==> config.mk <==
export PLATFORM = sky130hd
export DESIGN_NAME = vga_timing_gen
export DESIGN_NICKNAME = d
export VERILOG_FILES = /design/src/rtl/vga_timing_pkg.sv /design/src/rtl/vga_timing_gen_sync_delay_line.sv /design/src/rtl/vga_timing_gen.sv
export SDC_FILE = /design/constraint.sdc
export NUM_CORES = 1
export LEC_CHECK = 0
export ABC_CLOCK_PERIOD_IN_PS = 5900
export CORE_MARGIN = 2
export CORE_UTILIZATION = 45
export CTS_CLUSTER_DIAMETER = 40
export DETAILED_ROUTE_END_ITERATION = 10
export GPL_TIMING_DRIVEN = 0
export HOLD_SLACK_MARGIN = 0.15
export PLACE_DENSITY_LB_ADDON = 0.05
export SLEW_MARGIN = 10
export SYNTH_ARGS = -nofsm -noshare
export SYNTH_HDL_FRONTEND = slang
export SYNTH_SLANG_ARGS = --single-unit
==> constraint.sdc <==
create_clock -name vga_clk -period 5.9 [get_ports vga_clk]
set_input_delay 0.885 -clock vga_clk [delete_from_list [all_inputs] [get_ports vga_clk]]
set_output_delay 0.885 -clock vga_clk [all_outputs]
set_load 0.02 [all_outputs]
==> src/rtl/vga_timing_pkg.sv <==
// Shared raster constants and coordinate type for the timing generator and every *_mapper stage.
package vga_timing_pkg;

  typedef logic [9:0] coord_t;

  localparam int unsigned H_ACTIVE_DEF   = 640;
  localparam int unsigned H_FP_DEF       = 16;
  localparam int unsigned H_SYNC_DEF     = 96;
  localparam int unsigned H_BP_DEF       = 48;
  localparam int unsigned V_ACTIVE_DEF   = 480;
  localparam int unsigned V_FP_DEF       = 10;
  localparam int unsigned V_SYNC_DEF     = 2;
  localparam int unsigned V_BP_DEF       = 33;
  localparam int unsigned SYNC_DELAY_DEF = 2;

  function automatic int unsigned h_total(input int unsigned act, input int unsigned fp,
                                          input int unsigned sw, input int unsigned bp);
    return act + fp + sw + bp;
  endfunction

  function automatic int unsigned v_total(input int unsigned act, input int unsigned fp,
                                          input int unsigned sw, input int unsigned bp);
    return act + fp + sw + bp;
  endfunction

endpackage

==> src/rtl/vga_timing_gen_sync_delay_line.sv <==
// Async-reset shift register; every stage resets to all-ones so delayed syncs read inactive.
module sync_delay_line #(
  parameter int unsigned WIDTH = 2,
  parameter int unsigned DEPTH = 2
) (
  input  logic             clk_i,
  input  logic             rst_i,
  input  logic [WIDTH-1:0] d_i,
  output logic [WIDTH-1:0] q_o
);

  generate
    if (DEPTH == 0) begin : g_bypass
      logic unused_s;
      assign unused_s = clk_i ^ rst_i;
      assign q_o      = d_i;
    end else begin : g_shift
      logic [WIDTH-1:0] stage_q [DEPTH];

      always_ff @(posedge clk_i or posedge rst_i) begin
        if (rst_i) begin
          for (int i = 0; i < DEPTH; i++) stage_q[i] <= '1;
        end else begin
          stage_q[0] <= d_i;
          for (int i = 1; i < DEPTH; i++) stage_q[i] <= stage_q[i-1];
        end
      end

      assign q_o = stage_q[DEPTH-1];
    end
  endgenerate

endmodule

==> src/rtl/vga_timing_gen.sv <==
// Free-running raster timing: DrawX/DrawY, active-video flag, delayed hs/vs and a frame strobe/counter.
module vga_timing_gen
  import vga_timing_pkg::*;
#(
  parameter int unsigned H_ACTIVE   = H_ACTIVE_DEF,
  parameter int unsigned H_FP       = H_FP_DEF,
  parameter int unsigned H_SYNC     = H_SYNC_DEF,
  parameter int unsigned H_BP       = H_BP_DEF,
  parameter int unsigned V_ACTIVE   = V_ACTIVE_DEF,
  parameter int unsigned V_FP       = V_FP_DEF,
  parameter int unsigned V_SYNC     = V_SYNC_DEF,
  parameter int unsigned V_BP       = V_BP_DEF,
  parameter int unsigned SYNC_DELAY = SYNC_DELAY_DEF
) (
  input  logic        vga_clk,
  input  logic        reset,
  output coord_t      DrawX,
  output coord_t      DrawY,
  output logic        blank,
  output logic        hs,
  output logic        vs,
  output logic        sync,
  output logic        frame_start,
  output logic [15:0] frame_count
);

  localparam coord_t H_LAST   = coord_t'(h_total(H_ACTIVE, H_FP, H_SYNC, H_BP) - 1);
  localparam coord_t V_LAST   = coord_t'(v_total(V_ACTIVE, V_FP, V_SYNC, V_BP) - 1);
  localparam coord_t H_ACT    = coord_t'(H_ACTIVE);
  localparam coord_t V_ACT    = coord_t'(V_ACTIVE);
  localparam coord_t HS_START = coord_t'(H_ACTIVE + H_FP);
  localparam coord_t HS_END   = coord_t'(H_ACTIVE + H_FP + H_SYNC);
  localparam coord_t VS_START = coord_t'(V_ACTIVE + V_FP);
  localparam coord_t VS_END   = coord_t'(V_ACTIVE + V_FP + V_SYNC);

  coord_t      h_cnt_q, h_cnt_d;
  coord_t      v_cnt_q, v_cnt_d;
  logic        blank_q, blank_d;
  logic        hsync_q, hsync_d;
  logic        vsync_q, vsync_d;
  logic        frame_start_q, frame_start_d;
  logic [15:0] frame_count_q, frame_count_d;
  logic        h_wrap_s, v_wrap_s;
  logic [1:0]  sync_dly_s;

  // Flags are decoded from next-state counters so they register in step with DrawX/DrawY.
  always_comb begin
    h_wrap_s = (h_cnt_q == H_LAST);
    v_wrap_s = (v_cnt_q == V_LAST);
    h_cnt_d  = h_wrap_s ? 10'd0 : h_cnt_q + 10'd1;
    v_cnt_d  = v_cnt_q;
    if (h_wrap_s) begin
      v_cnt_d = v_wrap_s ? 10'd0 : v_cnt_q + 10'd1;
    end else begin
      v_cnt_d = v_cnt_q;
    end
    blank_d       = (h_cnt_d < H_ACT) && (v_cnt_d < V_ACT);
    hsync_d       = !((h_cnt_d >= HS_START) && (h_cnt_d < HS_END));
    vsync_d       = !((v_cnt_d >= VS_START) && (v_cnt_d < VS_END));
    frame_start_d = h_wrap_s && v_wrap_s;
    frame_count_d = frame_start_d ? frame_count_q + 16'd1 : frame_count_q;
  end

  always_ff @(posedge vga_clk or posedge reset) begin
    if (reset) begin
      h_cnt_q       <= 10'd0;
      v_cnt_q       <= 10'd0;
      blank_q       <= 1'b1;
      hsync_q       <= 1'b1;
      vsync_q       <= 1'b1;
      frame_start_q <= 1'b0;
      frame_count_q <= 16'd0;
    end else begin
      h_cnt_q       <= h_cnt_d;
      v_cnt_q       <= v_cnt_d;
      blank_q       <= blank_d;
      hsync_q       <= hsync_d;
      vsync_q       <= vsync_d;
      frame_start_q <= frame_start_d;
      frame_count_q <= frame_count_d;
    end
  end

  // Syncs trail the coordinates to line up with the mappers' registered RGB.
  sync_delay_line #(
    .WIDTH(2),
    .DEPTH(SYNC_DELAY)
  ) u_sync_dly (
    .clk_i(vga_clk),
    .rst_i(reset),
    .d_i  ({hsync_q, vsync_q}),
    .q_o  (sync_dly_s)
  );

  assign DrawX       = h_cnt_q;
  assign DrawY       = v_cnt_q;
  assign blank       = blank_q;
  assign hs          = sync_dly_s[1];
  assign vs          = sync_dly_s[0];
  assign sync        = 1'b0;
  assign frame_start = frame_start_q;
  assign frame_count = frame_count_q;

endmodule

==> run metrics, run 1 <==
status finished, final reports clean; fraction of layout cells with a size suffix above 1 approximately 12%; most frequent CP cell nand4_1; CTS tree built; endpoint of the worst register-to-register path frame_count[14]$_DFFE_PP0P_; post-synthesis sequential area ratio 51.2%; maximum vdd drop around 0.12 mV; CTS buffer count 5; CORE AREA ~0.0047 sq mm; R2R setup slack roughly 3.2 ns; final cell count without fillers between 300 and 400; Synth cell types 45; Main synth FF type dfrtp_1; first-pass GRT wire length around 7400 um; switch share a little over a fifth; largest net degree at the start of global routing 32; vias in the first global route between 1,500 and 2,000; share of the synthesized area in the top cell type 42.7%; n_diodes 0; worst setup path class reg2reg; fin crit share between 40 and 50%; Crit path depth 8; post-CTS setup buffers 0; critical path's slowest cell nor4_1; CP startpoint DrawY[0]$_DFF_PP0_; Clk pwr share a little over two fifths; final hold violations 0; placed cell count roughly 300; HP Class reg2reg; PortBufs between 40 and 50; worst-margin pin slew 0.773 ns; antenna-violating nets left 0; Netlist Area Pre-Place between 0.002 and 0.0025 sq mm; Crit Path Max Fanout 7; Worst Setup EP frame_count[14]$_DFFE_PP0P_; Int Power 431 uW; hold path depth 0; worst path required time about 6.1 ns; NetSw approximately 110 uW; wire per inst 13.7 um; # Max-Cap Violations 0; grt ovf 0; die area about 0.0054 sq mm; Reg2Reg Depth 8; die extent in x roughly 73 um; EDFF count, synth 0; sequential share of power around 55%; Clock Latency Late Sink ~0.3 ns; top post-synthesis cells by area dfrtp_1, dfstp_2, xnor2_1; max incr delay on CP about 0.70 ns; fin crit period between 2 and 3 ns; CTS sink cnt 44; Max Transition Viols Final 0; Placer Congestion roughly 0.8; syn avg cell area 10.4 sq um; drt first pass iters 8; DRT Wirelength between 4000 and 5000 um; root buffer cell clkbuf_8; Leakage Power approximately 1.2 nW; starting density of the core between 40 and 50%; post-layout util between 50% and 60%; # DRC 0; cell row count 25; hold_buf cts 0; setup TNS 0 ns; Slew HR approximately half; vias per cell 5.41; Gate Count Post-Synth roughly 210; Max Root-Sink Buffers 2; RSZ-0062 raised after global routing no; r2r startpoint DrawY[0]$_DFF_PP0_; CP top delay family simple AND/OR/NAND/NOR gates; final net count approximately 260; yosys warns 0; CTS H-tree lvls 2; power per cell area ~200 mW/mm^2; Die Y-Extent 73.4 um; overall power about 550 uW; crit path buf inv count 2; Worst Path Arrival between 2 and 3 ns; CP cell instances inv_1 -> ha_1 -> nand4_1 -> or4_1 -> buf_2 -> nor4_1 -> nand4_1 -> xnor2_1; endpoint class of the critical path flop; CTS clk-pin slew, worst paths 0.09 ns; post-DP HPWL 3110 um; Clock Skew a little under 0.007 ns; ys async rst share between 90% and 100%; area delta synth->final 28.3%; Ports 43; critical path launch point type flop; GRT Total Usage 17.8%; Comb power frac between 1.5 and 2%; via count ~1,700; Final Setup Violations 0; initial antenna violation count 0; Syn Nets between 200 and 250; DR iter-0 viols 77; post-synthesis sequential element count 44; Post-CTS Resized 0; fmax 371 MHz; cell taking the most area after synthesis dfrtp_1
flip-flops by register name, summed over array words and instances (netlist names):
signal and count:
DrawY 10, blank 1, frame_count 16, hsync_q 1
DrawX 10, u_sync_dly.q_o 2, u_sync_dly.g_shift.stage_q 2, vsync_q 1
frame_start 1
worst min-delay path by stage:
stage | endpoint | start | slack, ns
after detailed placement | u_sync_dly.q_o[0]$_DFF_PP1_ | u_sync_dly.g_shift.stage_q[2]$_DFF_PP1_ | 0.35
after floorplan | u_sync_dly.g_shift.stage_q[2]$_DFF_PP1_ | vsync_q$_DFF_PP1_ | 0.35
after global placement | u_sync_dly.g_shift.stage_q[3]$_DFF_PP1_ | hsync_q$_DFF_PP1_ | 0.35
final | u_sync_dly.g_shift.stage_q[2]$_DFF_PP1_ | vsync_q$_DFF_PP1_ | 0.36
after CTS | u_sync_dly.g_shift.stage_q[2]$_DFF_PP1_ | vsync_q$_DFF_PP1_ | 0.36
after global routing | u_sync_dly.q_o[0]$_DFF_PP1_ | u_sync_dly.g_shift.stage_q[2]$_DFF_PP1_ | 0.37
cells in the final DEF (no fill, tap or decap), drive strengths merged, types with 9 or more instances in the layout:
| cell | n |
|---|---|
| inv | 10 |
| nand3 | 12 |
| nand2 | 15 |
| and3 | 9 |
| xnor2 | 14 |
| xor2 | 11 |
| nand4 | 12 |
| dfrtp | 37 |
| clkdlybuf4s50 | 41 |
| nor2 | 14 |
| clkbuf | 11 |
cell type report:
cell class	count	area [sq um]
fill	420	1910
sequential	44	1110
clock buffer	5	68.8
timing repair buffer	42	430
tap	54	67.6
multi-input combinational	145	967
inverter	9	33.8
clock inverter	3	46.3
buffer	10	57.6
synthesized netlist by cell type (3+ instances only):
cell and count:
nand2_1 15, nor2_1 10, nor2_2 3, o21ai_0 7, inv_1 9, a31oi_1 3, nor4_1 6, and2_1 5
ha_1 4, dfrtp_1 37, nand3_1 12, clkbuf_1 6, and3_1 8, xnor2_1 14, dfstp_2 7, a21oi_1 4
xor2_1 10, nor3_1 3, nand4_1 12
per-stage QoR:
stage	cell area [sq um]	hold WS [ns]	setup slack, ns
6_report	2780	0.362	3.21
5_1_grt	2780	0.368	3.06
4_1_cts	2780	0.364	3.23
3_5_place_dp	2670	0.347	3.23
3_3_place_gp	2650	0.346	3.10
2_1_floorplan	2170	0.345	3.42
kinds of logic after synthesis:
kind of cell,Yosys count,share of synthesized area [%]
other,1,0.173
buffers and inverters,19,4.21
flip-flops,44,51.2
XOR/XNOR,25,10.4
AND/OR/NAND/NOR,88,23.1
adder cells (fa/ha/maj),4,2.31
AO/OA/AOI/OAI,24,7.10
multiplexers,3,1.44
power groups by stage:
stage | Sequential [mW] | Clock [mW] | Combinational, mW
final | 0.302 | 0.235 | 0.00893
after global routing | 0.302 | 0.257 | 0.0106
after CTS | 0.302 | 0.245 | 0.00964
after detailed placement | 0.307 | 0 | 0.00951
after global placement | 0.307 | 0 | 0.00776
after floorplan | 0.307 | 0 | 0.00544
metal layers:
metal / global-route usage, % / wire length [um]
met5: 0 / 0
met3: 4.12 / 162
met2: 28.1 / 2050
met1: 24.1 / 1990
met4: 6.26 / 60
Note: power is estimated with default switching activity, not from simulation.
==> inputs of run 2 (changes only) <==
Settings changed: ABC_CLOCK_PERIOD_IN_PS 5900 to 2200.
Clock period 5.9 ns to 2.2 ns, I/O delays scaled along.
==> run metrics, run 2 (synthesis results as in run 1) <==
status finished, violations left (was finished, final reports clean); failing checks negative setup slack; placed instance area 0.00270 sq mm (was 0.00267 sq mm); initial antenna violation count 0 (unchanged); multi-input logic area 0.00103 sq mm (was 967 sq um); critical path launch point type flop (unchanged); Crit Path Max Fanout 7 (unchanged); worst path required time 2.43 ns (was 6.09 ns); grt ovf 0 (unchanged); fin crit share 106% (was 45.6%); CTS sink cnt 44 (unchanged); Final Setup Violations 9 (was 0); fmax 430 MHz (was 371 MHz); overall power 1.32 mW (was 546 uW); PortBufs 41 (unchanged); post-route worst setup slack -0.128 ns (was 3.21 ns); fraction of layout cells with a size suffix above 1 19.2% (was 12.4%); Worst Path Arrival 2.56 ns (was 2.88 ns); die extent in x 73.4 um (unchanged); HP Class in2async (was reg2reg); flip-flop and latch area 0.00111 sq mm (about the same); DRT Wirelength 4590 um (was 4270 um); Placer Congestion 0.811 (was 0.780); Ports 43 (unchanged); Die Y-Extent 73.4 um (unchanged); Max Root-Sink Buffers 2 (unchanged); RSZ-0062 raised after global routing yes (was no); hold_buf cts 0 (unchanged); worst setup path class reg2reg (unchanged); drt first pass iters 4 (was 8); # DRC 0 (unchanged); GRT Total Usage 18.0% (was 17.8%); final net count 266 (was 263); vias per cell 5.50 (was 5.41); first-pass GRT wire length 7380 um (was 7360 um); CORE AREA 0.00469 sq mm (unchanged); CTS clk-pin slew, worst paths 0.08 ns (was 0.09 ns); Clock Latency Late Sink 0.30 ns (about the same); endpoint class of the critical path flop (unchanged); wire per inst 14.6 um (was 13.7 um); antenna-violating nets left 0 (unchanged); final hold violations 0 (unchanged); maximum vdd drop 0.439 mV (was 0.120 mV); n_diodes 0 (unchanged); via count 1,731 (was 1,688); CTS buffer count 5 (unchanged); final cell count without fillers 315 (was 312); area delta synth->final 31.4% (was 28.3%); Leakage Power 1.24 nW (was 1.20 nW); placed cell count 304 (unchanged); R2R setup slack -0.13 ns (was 3.21 ns); # Max-Cap Violations 0 (unchanged); Clock Skew 0.00548 ns (was 0.00681 ns); largest net degree at the start of global routing 27 (was 32); CTS tree built (unchanged); cell row count 25 (unchanged); Max Transition Viols Final 0 (unchanged); die area 0.00539 sq mm (unchanged); post-DP HPWL 3130 um (was 3110 um); root buffer cell clkbuf_8 (unchanged); power per cell area 465 mW/mm^2 (was 196 mW/mm^2); CTS H-tree lvls 2 (unchanged); fin crit period 2.33 ns (was 2.69 ns); vias in the first global route 1,549 (was 1,560); Final Cell Area 0.00285 sq mm (was 0.00278 sq mm); most frequent cells in the layout clkdlybuf4s50_1, dfrtp_1, nand2_1 (unchanged); DR iter-0 viols 77 (unchanged); max reg flops 16 (unchanged); starting density of the core 46.2% (unchanged); most common cell after layout, fill and taps aside clkdlybuf4s50_1 (unchanged); Setup WS pre-CTS -0.422 ns (was 3.23 ns); Filler cells 395 (was 420)
run 2: changes by cell type in the layout (fill, tap and decap cells not counted), moves of 2 or more:
cell | previous run | this run
dfrtp_1 | 37 | 34
clkbuf_1 | 6 | 3
nor4_2 | 0 | 2
buf_4 | 1 | 11
dfrtp_2 | 0 | 3
nor4_1 | 6 | 4
nor2_2 | 3 | 0
buf_6 | 2 | 0
inv_1 | 8 | 6
nor2_4 | 1 | 4
inv_2 | 1 | 3
run 2: final timing paths:
check                                        start                                      end  cells after the start
max in group asynchronous                    reset                        vsync_q$_DFF_PP1_                      3
worst max register to register  DrawY[0]$_DFF_PP0_              frame_count[11]$_DFFE_PP0P_                      7
worst min register to register   vsync_q$_DFF_PP1_  u_sync_dly.g_shift.stage_q[2]$_DFF_PP1_                      0
worst max-delay path            DrawY[0]$_DFF_PP0_              frame_count[11]$_DFFE_PP0P_                      7
min in group vga_clk             vsync_q$_DFF_PP1_  u_sync_dly.g_shift.stage_q[2]$_DFF_PP1_                      0
worst min-delay path                         reset               frame_count[8]$_DFFE_PP0P_                      2
run 2: cell type report:
class                           count  share of cell area [%]
Clock inverter                      2                   0.439
Multi-Input combinational cell    145                    36.1
Inverter                            9                    1.19
Timing Repair Buffer               51                    17.5
Tap cell                           54                    2.37
Buffer                              4                   0.791
Sequential cell                    44                    39.1
Clock buffer                        6                    2.55
run 2: stage by stage:
stage / TNS (ns) / hold slack [ns] / utilization (%)
after global routing: -1.82 / 0.351 / 60.7
after detailed placement: -4.70 / 0.347 / 57.5
final: -0.642 / 0.331 / 60.7
after CTS: -0.571 / 0.341 / 59.8
after global placement: -6.32 / 0.346 / 57.0
after floorplan: -1.63 / 0.345 / -
run 2: timing repair:
action | CTS | global route
setup buffers | 6 | 3
pin swaps | 5 | 6
setup endpoints to repair | 21 | 16
resized for setup | 7 | 9
run 2: where the power goes:
part | switching (mW) | internal [mW]
combinational | 0.0175 | 0.00645
clock | 0.271 | 0.222
sequential | 0 | 0.809
run 2: metal layers:
| metal | share of wire [%] | track usage, % |
|---|---|---|
| met1 | 47 | 23.7 |
| met2 | 48 | 28.4 |
| met3 | 4.1 | 5.21 |
| met4 | 1.3 | 6.46 |
| met5 | 0 | 0 |
run 2: critical path: stages, from the launching register on:
cell and delay [ns]:
dfrtp_1 0.40, inv_2 0.08, ha_4 0.13, nand4_1 0.17, or4_4 0.59, or4b_4 0.61
nor2_4 0.15, xor2_2 0.12
